--- src/rtl/mac_tx_stream.sv ---
// MAC transmit serializer: byte stream -> FIFO -> optional preamble/SFD -> LSB-first RMII/MII symbols, then inter-frame gap.
// Latency: symbol reaches eth_txd one clk after the transmit_clk sample goes high; a frame starts on the tick after its start condition.
// Backpressure: s_ready = FIFO not full; bytes are only popped on transmit_clk ticks, so between ticks the FIFO only fills.
//
// Ports: clk/rst (async, active-low), transmit_clk (PHY reference, sampled in clk),
//        s_data/s_last/s_valid/s_ready (input byte stream), eth_txd/eth_txen (PHY pins),
//        busy (FSM not idle), underrun (sticky starvation flag).
module mac_tx_stream #(
    parameter int TXD_WIDTH       = 2,
    parameter int FIFO_DEPTH      = 16,
    parameter int START_LEVEL     = 8,
    parameter int INSERT_PREAMBLE = 1,
    parameter int IPG_BYTES       = 12
) (
    input  logic                 clk,
    input  logic                 rst,
    input  logic                 transmit_clk,
    input  logic [7:0]           s_data,
    input  logic                 s_last,
    input  logic                 s_valid,
    output logic                 s_ready,
    output logic [TXD_WIDTH-1:0] eth_txd,
    output logic                 eth_txen,
    output logic                 busy,
    output logic                 underrun
);
    localparam int SYMS      = 8 / TXD_WIDTH;
    localparam int SW        = $clog2(SYMS);
    localparam int AW        = $clog2(FIFO_DEPTH);
    localparam int CW        = $clog2(FIFO_DEPTH + 1);
    localparam int IPG_TICKS = IPG_BYTES * SYMS;
    localparam int IW        = (IPG_TICKS > 1) ? $clog2(IPG_TICKS) : 1;

    typedef enum logic [2:0] {
        ST_IDLE, ST_PREAMBLE, ST_DATA, ST_DISCARD, ST_IPG
    } state_t;

    state_t state, state_nxt;

    // ---------------- transmit_clk edge detect ----------------
    logic tclk_s, tclk_p, tick;
    always_ff @(posedge clk or negedge rst) begin
        if (!rst) begin
            tclk_s <= 1'b0;
            tclk_p <= 1'b0;
        end else begin
            tclk_s <= transmit_clk;
            tclk_p <= tclk_s;
        end
    end
    assign tick = tclk_s & ~tclk_p;

    // ---------------- byte FIFO (data + last) ----------------
    logic [8:0]    mem [FIFO_DEPTH];
    logic [AW-1:0] wr_ptr, rd_ptr;
    logic [CW-1:0] count, frames_queued;
    logic          wr_en, pop, empty, full;
    logic [8:0]    head;

    assign full    = (count == CW'(FIFO_DEPTH));
    assign empty   = (count == '0);
    assign s_ready = ~full;
    assign wr_en   = s_valid & s_ready;
    assign head    = mem[rd_ptr];

    always_ff @(posedge clk) begin
        if (wr_en) mem[wr_ptr] <= {s_last, s_data};
    end

    always_ff @(posedge clk or negedge rst) begin
        if (!rst) begin
            wr_ptr        <= '0;
            rd_ptr        <= '0;
            count         <= '0;
            frames_queued <= '0;
        end else begin
            if (wr_en) wr_ptr <= wr_ptr + AW'(1);
            if (pop)   rd_ptr <= rd_ptr + AW'(1);
            case ({wr_en, pop})
                2'b10:   count <= count + CW'(1);
                2'b01:   count <= count - CW'(1);
                default: count <= count;
            endcase
            case ({wr_en & s_last, pop & head[8]})
                2'b10:   frames_queued <= frames_queued + CW'(1);
                2'b01:   frames_queued <= frames_queued - CW'(1);
                default: frames_queued <= frames_queued;
            endcase
        end
    end

    // ---------------- serializer FSM ----------------
    logic [SW-1:0]        sym_cnt;
    logic [2:0]           byte_cnt;
    logic [IW-1:0]        ipg_cnt;
    logic [7:0]           sh_q;
    logic                 last_q;
    logic                 start, sym_first, sym_last, starved;
    logic [7:0]           pre_byte;
    int                   sym_base;
    logic [TXD_WIDTH-1:0] txd_nxt;
    logic                 txen_nxt;

    assign start     = (count >= CW'(START_LEVEL)) || (frames_queued != '0);
    assign sym_first = (sym_cnt == '0);
    assign sym_last  = (sym_cnt == SW'(SYMS - 1));
    assign starved   = (state == ST_DATA) && sym_first && empty;
    assign pre_byte  = (byte_cnt == 3'd7) ? 8'hD5 : 8'h55;
    assign sym_base  = int'(sym_cnt) * TXD_WIDTH;
    assign busy      = (state != ST_IDLE);

    always_ff @(posedge clk or negedge rst) begin
        if (!rst) state <= ST_IDLE;
        else      state <= state_nxt;
    end

    always_comb begin
        state_nxt = state;
        if (tick) begin
            case (state)
                ST_IDLE:     if (start) state_nxt = (INSERT_PREAMBLE != 0) ? ST_PREAMBLE : ST_DATA;
                ST_PREAMBLE: if (sym_last && byte_cnt == 3'd7) state_nxt = ST_DATA;
                ST_DATA: begin
                    if (starved)                state_nxt = ST_DISCARD;
                    else if (sym_last && last_q) state_nxt = ST_IPG;
                end
                ST_DISCARD:  if (!empty && head[8]) state_nxt = ST_IPG;
                ST_IPG:      if (ipg_cnt == IW'(IPG_TICKS - 1)) state_nxt = ST_IDLE;
                default:     state_nxt = ST_IDLE;
            endcase
        end
    end

    // Values the pins take on this tick, plus the FIFO pop strobe.
    always_comb begin
        pop      = 1'b0;
        txd_nxt  = '0;
        txen_nxt = 1'b0;
        case (state)
            ST_PREAMBLE: begin
                txd_nxt  = pre_byte[sym_base +: TXD_WIDTH];
                txen_nxt = 1'b1;
            end
            ST_DATA: begin
                if (sym_first) begin
                    // A starved byte leaves txen low from this tick on.
                    if (!empty) begin
                        pop      = tick;
                        txd_nxt  = head[TXD_WIDTH-1:0];
                        txen_nxt = 1'b1;
                    end
                end else begin
                    txd_nxt  = sh_q[sym_base +: TXD_WIDTH];
                    txen_nxt = 1'b1;
                end
            end
            ST_DISCARD: pop = tick & ~empty;
            default: ;
        endcase
    end

    always_ff @(posedge clk or negedge rst) begin
        if (!rst) begin
            sym_cnt  <= '0;
            byte_cnt <= '0;
            ipg_cnt  <= '0;
            sh_q     <= '0;
            last_q   <= 1'b0;
            eth_txd  <= '0;
            eth_txen <= 1'b0;
            underrun <= 1'b0;
        end else if (tick) begin
            eth_txd  <= txd_nxt;
            eth_txen <= txen_nxt;
            if (starved) underrun <= 1'b1;
            ipg_cnt  <= (state == ST_IPG) ? ipg_cnt + IW'(1) : '0;
            case (state)
                ST_PREAMBLE: begin
                    sym_cnt <= sym_cnt + SW'(1);
                    if (sym_last) byte_cnt <= byte_cnt + 3'd1;
                end
                ST_DATA: begin
                    sym_cnt <= sym_cnt + SW'(1);
                    if (pop) begin
                        sh_q   <= head[7:0];
                        last_q <= head[8];
                    end
                end
                default: begin
                    sym_cnt  <= '0;
                    byte_cnt <= '0;
                end
            endcase
        end
    end
endmodule
--- config.mk ---
export PLATFORM = sky130hd
export DESIGN_NAME = mac_tx_stream
export DESIGN_NICKNAME = d
export VERILOG_FILES = /design/src/rtl/mac_tx_stream.sv
export SDC_FILE = /design/constraint.sdc
export NUM_CORES = 1
export LEC_CHECK = 0
export CORE_ASPECT_RATIO = 1.1
export CORE_MARGIN = 4
export CORE_UTILIZATION = 60
export CTS_CLUSTER_SIZE = 28
export DETAILED_ROUTE_END_ITERATION = 10
export PLACE_DENSITY = 0.78
export SLEW_MARGIN = 20
export SYNTH_ARGS = -nofsm -noshare
export SYNTH_HDL_FRONTEND = slang
export SYNTH_SLANG_ARGS = --single-unit
--- constraint.sdc ---
create_clock -name clk -period 5 [get_ports clk]
set_input_delay 0.5 -clock clk [delete_from_list [all_inputs] [get_ports clk]]
set_output_delay 0.5 -clock clk [all_outputs]
set_load 0.02 [all_outputs]
# Word level (Yosys, flattened, before mapping)
# Memory sizes are Yosys's and may differ from the RTL's.
# Index checks and enable logic that the tools add are counted.
# word_totals
regBits,47
mem_bits_rw,144
in_bits,13
n_memories,1
# op_classes
n_addsub,9
n_lt_le_gt_ge,1
eq_ne,18
shift,2
n_mux,25
n_bitwise,9
n_reduce_logical,19
# mem_list
name,depth,word_bits,rd,rd_clocked_by_memory_dff,write_ports,line,source
mem,16,9,1,0,1,54,logic [8:0] mem [FIFO_DEPTH];
# ops
cell,n
two-way mux 3 bit,7
case mux 5 bit (2 select lines),2
variable part select 8 x 4 -> 2 bit,2
case mux 3 bit (5 select lines),1
"adder 5 x 1 -> 5 bit, second input constant",2
"!= test 2 bit, second input constant",5
"subtractor 5 x 1 -> 5 bit, second input constant",2
"adder 4 x 1 -> 4 bit, second input constant",2
two-way mux 8 bit,1
"adder 6 x 1 -> 6 bit, second input constant",1
"== test 2 bit, second input constant",3
"== test 3 x 2 -> 1 bit, second input constant",2
"== test 3 bit, second input constant",2
"== test 6 bit, second input constant",1
two-way mux 1 bit,6
two-way mux 2 bit,3
two-way mux 6 bit,1
case mux 3 bit (2 select lines),1
AND reduction 3 bit,2
AND reduction 6 bit,1
AND 1 bit,5
"== test 5 bit, second input constant",1
">= comparator 5 x 4 -> 1 bit, second input constant",1
logical AND 1 bit,5
18 further kinds,24

# Depth between registers and ports, before layout
# logic_depth
word_depth,8
depth_mapped,14

# Worst setup path before layout
# Ideal clock, no wire load.
# synth_timing
kind,reg2reg
start,reg count[0]
end,reg frames_queued[4]
setup_time_ns,0.079
t_arrival_ns,3.195
required_ns,4.921
path_slack_ns,1.725
stages_incl_launch_ff,15
n_path_buf,2
synth_period_minus_slack_ns,3.275
path_cell_list,dfrtp_1 -> nor4_1 -> nand2_1 -> and2_1 -> clkbuf_1 -> nand2_1 -> ha_1 -> clkbuf_1 -> xor2_1 -> ha_1 -> nor2b_1 -> a22oi_1 -> o32a_1 -> nor2_1 -> xor2_1
# synth_rtl
element,line,source
from (decl),56,"logic [CW-1:0] count, frames_queued;"
from (signal assigned),80,2'b10: count <= count + CW'(1);
from (signal assigned),81,2'b01: count <= count - CW'(1);
from (signal assigned),82,default: count <= count;
== test 5 bit (*),60,assign full = (count == CW'(FIFO_DEPTH));
inverter 1 bit (*),62,assign s_ready = ~full;
named net s_ready,21,"output logic s_ready,"
AND 1 bit (*),63,assign wr_en = s_valid & s_ready;
AND 1 bit (*),84,"case ({wr_en & s_last, pop & head[8]})"
== test 2 x 1 -> 1 bit / == test 2 bit (equally long branches),84,
case mux 5 bit (2 select lines) / nonzero test 2 bit (equally long branches),--,
to (signal assigned),85,2'b10: frames_queued <= frames_queued + CW'(1);
to (signal assigned),86,2'b01: frames_queued <= frames_queued - CW'(1);
to (signal assigned),87,default: frames_queued <= frames_queued;
to (decl),56,
# The timed path passes the listed nets; every way through them passes the cells marked *.
# A chain may end at the register's enable or synchronous reset.

# Worst setup path after layout
# layout_timing
start,reg rd_ptr[2]
end,reg frames_queued[4]
# layout_via
elab_chain_cells,4
# layout_lines
element,line,source
from (decl),55,"logic [AW-1:0] wr_ptr, rd_ptr;"
from (signal assigned),78,if (pop) rd_ptr <= rd_ptr + AW'(1);
memory read (16 x 9 bit) (*),--,
AND 1 bit (*),84,
== test 2 x 1 -> 1 bit / == test 2 bit (equally long branches),84,
case mux 5 bit (2 select lines) / nonzero test 2 bit (equally long branches),--,
# Every way passes the cells marked *; elsewhere a longest branch is shown, timed or not.

==> flow_results.xml <==
<?xml version="1.0" encoding="UTF-8"?>
<metrics>
  <group name="outcome">
    <metric name="outcome" unit="">complete, no violations</metric>
  </group>
  <group name="worst_setup_path">
    <metric name="cpPeakStageDelay" unit="ns">0.65</metric>
    <metric name="timing.critical_path.required" unit="ns">5.35</metric>
    <metric name="timing_worst_setup_path_type" unit="">flop to flop</metric>
    <metric name="critical_path.max_fanout" unit="">10</metric>
    <metric name="data_arrival_time_of_the_critical_path" unit="ns">4.16</metric>
    <metric name="critical-path-slowest-cell" unit="">sky130_fd_sc_hd__dfrtp_1</metric>
    <metric name="worstSetupEndpointType" unit="">flop</metric>
    <metric name="start_kind" unit="">flop</metric>
    <metric name="critical_path.cell_chain" unit="">buf_4 &gt; mux4_2 &gt; mux4_2 &gt; and2_1 &gt; ha_1 &gt; xor2_1 &gt; ha_1 &gt; nor2b_1 &gt; a22oi_1 &gt; o32a_1 &gt; nor2_1 &gt; xor2_1</metric>
  </group>
  <group name="layout">
    <metric name="final_core_utilization" unit="">0.679</metric>
    <metric name="antenna_cells" unit="">0</metric>
    <metric name="num-nets-final" unit="">527</metric>
    <metric name="n_fill_cell" unit="">881</metric>
    <metric name="drive_gt1_frac" unit="">0.210</metric>
    <metric name="layout_common_cells" unit="">sky130_fd_sc_hd__edfxtp_1, sky130_fd_sc_hd__mux4_2, sky130_fd_sc_hd__dfrtp_1</metric>
    <metric name="synthToLayoutAreaGrowth" unit="%">11.1</metric>
    <metric name="layout.cells.most_common" unit="">sky130_fd_sc_hd__edfxtp_1</metric>
  </group>
  <group name="yosys">
    <metric name="synth-edff-count" unit="">144</metric>
    <metric name="average_footprint_of_a_synthesized_cell" unit="sq um">17.0</metric>
    <metric name="async_flop_share" unit="">0.246</metric>
    <metric name="ys_ff_latch" unit="">191</metric>
    <metric name="synthesis.nets" unit="">506</metric>
    <metric name="synthDistinctLibCells" unit="">56</metric>
    <metric name="synth-main-ff-cell" unit="">sky130_fd_sc_hd__edfxtp_1</metric>
    <metric name="synthesis.instances" unit="">475</metric>
    <metric name="yosysSeqAreaShare" unit="">0.681</metric>
    <metric name="synth_warnings" unit="">0</metric>
    <metric name="syn_area" unit="sq mm">0.00808</metric>
  </group>
  <group name="power_and_ir_drop">
    <metric name="power.internal" unit="W">0.00339</metric>
    <metric name="share_comb_of_total_power" unit="">0.288</metric>
    <metric name="pwr_density_cell" unit="mW/mm^2">545</metric>
    <metric name="sequentialPowerShare" unit="">0.446</metric>
    <metric name="p_leak" unit="nW">3.12</metric>
    <metric name="power.share.switching" unit="">0.307</metric>
    <metric name="netSwitchingPower" unit="W">0.00150</metric>
    <metric name="clock_power_share" unit="">0.267</metric>
    <metric name="irDropWorstVdd" unit="mV">0.303</metric>
  </group>
  <group name="route">
    <metric name="firstDrtPassIters" unit="">6</metric>
    <metric name="routed_wirelength_normalized_by_instance_count" unit="microns">23.8</metric>
    <metric name="viasPerCell" unit="">6.31</metric>
    <metric name="route.detailed.drc" unit="">0</metric>
    <metric name="sum_of_routed_wire_length_over_all_layers" unit="microns">15900</metric>
    <metric name="drt_iter0_drc" unit="">388</metric>
    <metric name="vias" unit="">4228</metric>
    <metric name="route.antenna.remaining_nets" unit="">0</metric>
  </group>
  <group name="sta">
    <metric name="period_minus_slack" unit="ns">3.81</metric>
    <metric name="finalCritPeriodShare" unit="">0.762</metric>
    <metric name="clock.fmax" unit="GHz">0.262</metric>
    <metric name="finalSetupViolCount" unit="">0</metric>
    <metric name="clock-skew-final" unit="ns">0.00667</metric>
    <metric name="slew_headroom" unit="">0.270</metric>
    <metric name="report.final.hold_viol_count" unit="">0</metric>
    <metric name="hold_ws" unit="ns">0.0781</metric>
    <metric name="final_layout_setup_total_negative_slack" unit="ns">0</metric>
    <metric name="tightest_slew" unit="ns">1.09</metric>
    <metric name="rsz_0062_raised_after_global_routing" unit="">false</metric>
    <metric name="maxSlewViolCount" unit="">0</metric>
  </group>
  <group name="die">
    <metric name="floorplan.die.height" unit="microns">130</metric>
    <metric name="ioPinCount" unit="">19</metric>
    <metric name="num_rows" unit="">44</metric>
    <metric name="start_util" unit="">0.612</metric>
    <metric name="die_area" unit="sq mm">0.0154</metric>
    <metric name="die_width" unit="microns">119</metric>
    <metric name="core_area" unit="sq mm">0.0132</metric>
  </group>
  <group name="clocking">
    <metric name="cts_num_sinks" unit="">191</metric>
    <metric name="cts_made_buffers" unit="">17</metric>
    <metric name="clkSlewWorstSetupHoldPaths" unit="ns">0.06</metric>
    <metric name="cts_hold_buf" unit="">0</metric>
    <metric name="clock_tree.buffer_depth" unit="">2</metric>
    <metric name="post_cts_repair_setup_buffers" unit="">0</metric>
    <metric name="clock_insertion_delay_worst_skew" unit="ns">0.43</metric>
    <metric name="htree_num_levels" unit="">4</metric>
    <metric name="root_buffer" unit="">sky130_fd_sc_hd__clkbuf_16</metric>
    <metric name="postCtsResizedCells" unit="">0</metric>
    <metric name="tritoncts" unit="">done</metric>
  </group>
  <group name="global_route">
    <metric name="globalRouteTotalUtil" unit="">0.223</metric>
    <metric name="antenna_found_initial" unit="">0</metric>
    <metric name="globalRoute.totalOverflow" unit="">0</metric>
    <metric name="global_route_wire_length_before_repair" unit="microns">25000</metric>
    <metric name="grt_busiest_layer" unit="">met2</metric>
    <metric name="grtUsageMet3" unit="">0.0472</metric>
    <metric name="via_count_of_the_first_global_routing_pass" unit="">4335</metric>
    <metric name="grt_max_degree" unit="">48</metric>
    <metric name="groute.layer.met1.usage" unit="">0.279</metric>
    <metric name="met2_capacity_usage_during_global_routing" unit="">0.400</metric>
  </group>
  <group name="placed_design">
    <metric name="half_perimeter_wire_length_after_placement" unit="microns">10000</metric>
    <metric name="placement.io_buffers" unit="">18</metric>
    <metric name="gp_congestion" unit="">0.824</metric>
  </group>
  <group name="flow_run">
    <metric name="max_cap_viol_count" unit="">0</metric>
  </group>
  <group name="worst_hold_path">
    <metric name="holdCritPathClass" unit="">primary input to asynchronous set/reset pin</metric>
  </group>
</metrics>
-- routing by layer --
layer	wire (microns)	vias up
met5	0	-
li1	-	1880
met3	800	25
met1	6130	2187
met2	8810	136
met4	199	0
-- per-stage QoR --
stage	total power (W)	worst slack, ns	cell area [sq um]	std cells
CTS	0.00493	1.18	8960	670
floorplan	0.00324	1.73	8080	475
global placement	0.00353	1.34	8390	638
global route	0.00516	0.922	8970	670
finish	0.00489	1.19	8970	670
detailed placement	0.00362	1.16	8390	638
-- area by class of cell --
type | count | area [sq um] | area share
clock inverter | 13 | 138 | 0.0153
sequential | 191 | 5500 | 0.613
timing repair buffer | 27 | 245 | 0.0273
tap | 161 | 201 | 0.0224
clock buffer | 19 | 433 | 0.0482
inverter | 13 | 48.8 | 0.00544
multi-input combinational | 246 | 2410 | 0.268
-- power by group through the flow --
stage	sequential (W)	clock, W	combinational (W)
2_1_floorplan	0.00212	0	0.00112
3_3_place_gp	0.00219	0	0.00135
4_1_cts	0.00218	0.00133	0.00143
6_report	0.00218	0.00130	0.00141
3_5_place_dp	0.00221	0	0.00141
5_1_grt	0.00222	0.00140	0.00154
-- worst max-delay path, delay by kind of cell (launching register included) --
family | cells | cell delay [ns]
AND/OR/NAND/NOR | 3 | 0.52
multiplexers | 2 | 1.02
AO/OA/AOI/OAI | 2 | 0.41
XOR/XNOR | 2 | 0.33
adder cells (fa/ha/maj) | 2 | 0.50
buffers and inverters | 1 | 0.30
flip-flops | 1 | 0.65
-- sequential cells by signal (all words and copies together) (netlist names) --
name,count
eth_txen,1
mem,144
rd_ptr,4
frames_queued,5
sym_cnt,2
underrun,1
tclk_p,1
wr_ptr,4
sh_q,8
eth_txd,2
tclk_s,1
count,5
state,3
last_q,1
byte_cnt,3
ipg_cnt,6
-- cell usage after synthesis, types with 2 or more instances --
master,count,area [sq um]
sky130_fd_sc_hd__xnor2_1,8,70.1
sky130_fd_sc_hd__nor3_1,7,35.0
sky130_fd_sc_hd__nand2_1,27,101
sky130_fd_sc_hd__edfxtp_1,144,4320
sky130_fd_sc_hd__and3_1,2,12.5
sky130_fd_sc_hd__nand3_1,9,45.0
sky130_fd_sc_hd__inv_1,11,41.3
sky130_fd_sc_hd__nand2_2,2,12.5
sky130_fd_sc_hd__a22o_1,2,17.5
sky130_fd_sc_hd__a31oi_1,4,25.0
sky130_fd_sc_hd__inv_2,2,7.51
sky130_fd_sc_hd__nor2b_1,8,50.1
sky130_fd_sc_hd__buf_2,4,20.0
sky130_fd_sc_hd__dfrtp_1,47,1180
sky130_fd_sc_hd__a211oi_1,3,22.5
sky130_fd_sc_hd__o21ai_1,15,75.1
sky130_fd_sc_hd__or3_1,3,18.8
sky130_fd_sc_hd__o21ai_0,6,30.0
sky130_fd_sc_hd__xor2_1,8,70.1
sky130_fd_sc_hd__clkbuf_1,12,45.0
sky130_fd_sc_hd__o31ai_1,2,15.0
sky130_fd_sc_hd__ha_1,17,213
sky130_fd_sc_hd__and2_1,2,12.5
sky130_fd_sc_hd__buf_4,2,15.0
sky130_fd_sc_hd__nor2_1,26,97.6
sky130_fd_sc_hd__nand4_1,2,12.5
sky130_fd_sc_hd__mux2i_1,5,50.1
sky130_fd_sc_hd__buf_6,3,33.8
sky130_fd_sc_hd__a21oi_2,2,17.5
sky130_fd_sc_hd__a21oi_1,5,25.0
sky130_fd_sc_hd__buf_1,3,11.3
sky130_fd_sc_hd__nand2b_1,4,25.0
sky130_fd_sc_hd__mux2_2,9,101
sky130_fd_sc_hd__mux4_2,46,1040
sky130_fd_sc_hd__nor4_1,2,12.5
-- path summary, 6_finish.rpt --
kind,cells after the start,startpoint,slack [ns],to
min in group clk,0,tclk_s,0.40,tclk_p
max reg2reg,12,rd_ptr[2],1.19,frames_queued[4]
min,1,rst,0.08,count[0]
min reg2reg,0,tclk_s,0.40,tclk_p
max,12,rd_ptr[2],1.19,frames_queued[4]
max in group asynchronous,1,rst,4.48,rd_ptr[0]
-- kinds of logic (layout without fill, tap and decap cells) --
group / Yosys count / in the layout / share of synthesized area
xor+xnor: 16 / 16 / 0.0173
simple gates: 101 / 101 / 0.0612
compound gates: 50 / 50 / 0.0404
flops: 191 / 191 / 0.681
mux: 61 / 61 / 0.148
buf+inv: 38 / 72 / 0.0234
fa+ha+maj: 18 / 18 / 0.0288
Power figures use the tool's default switching activity.
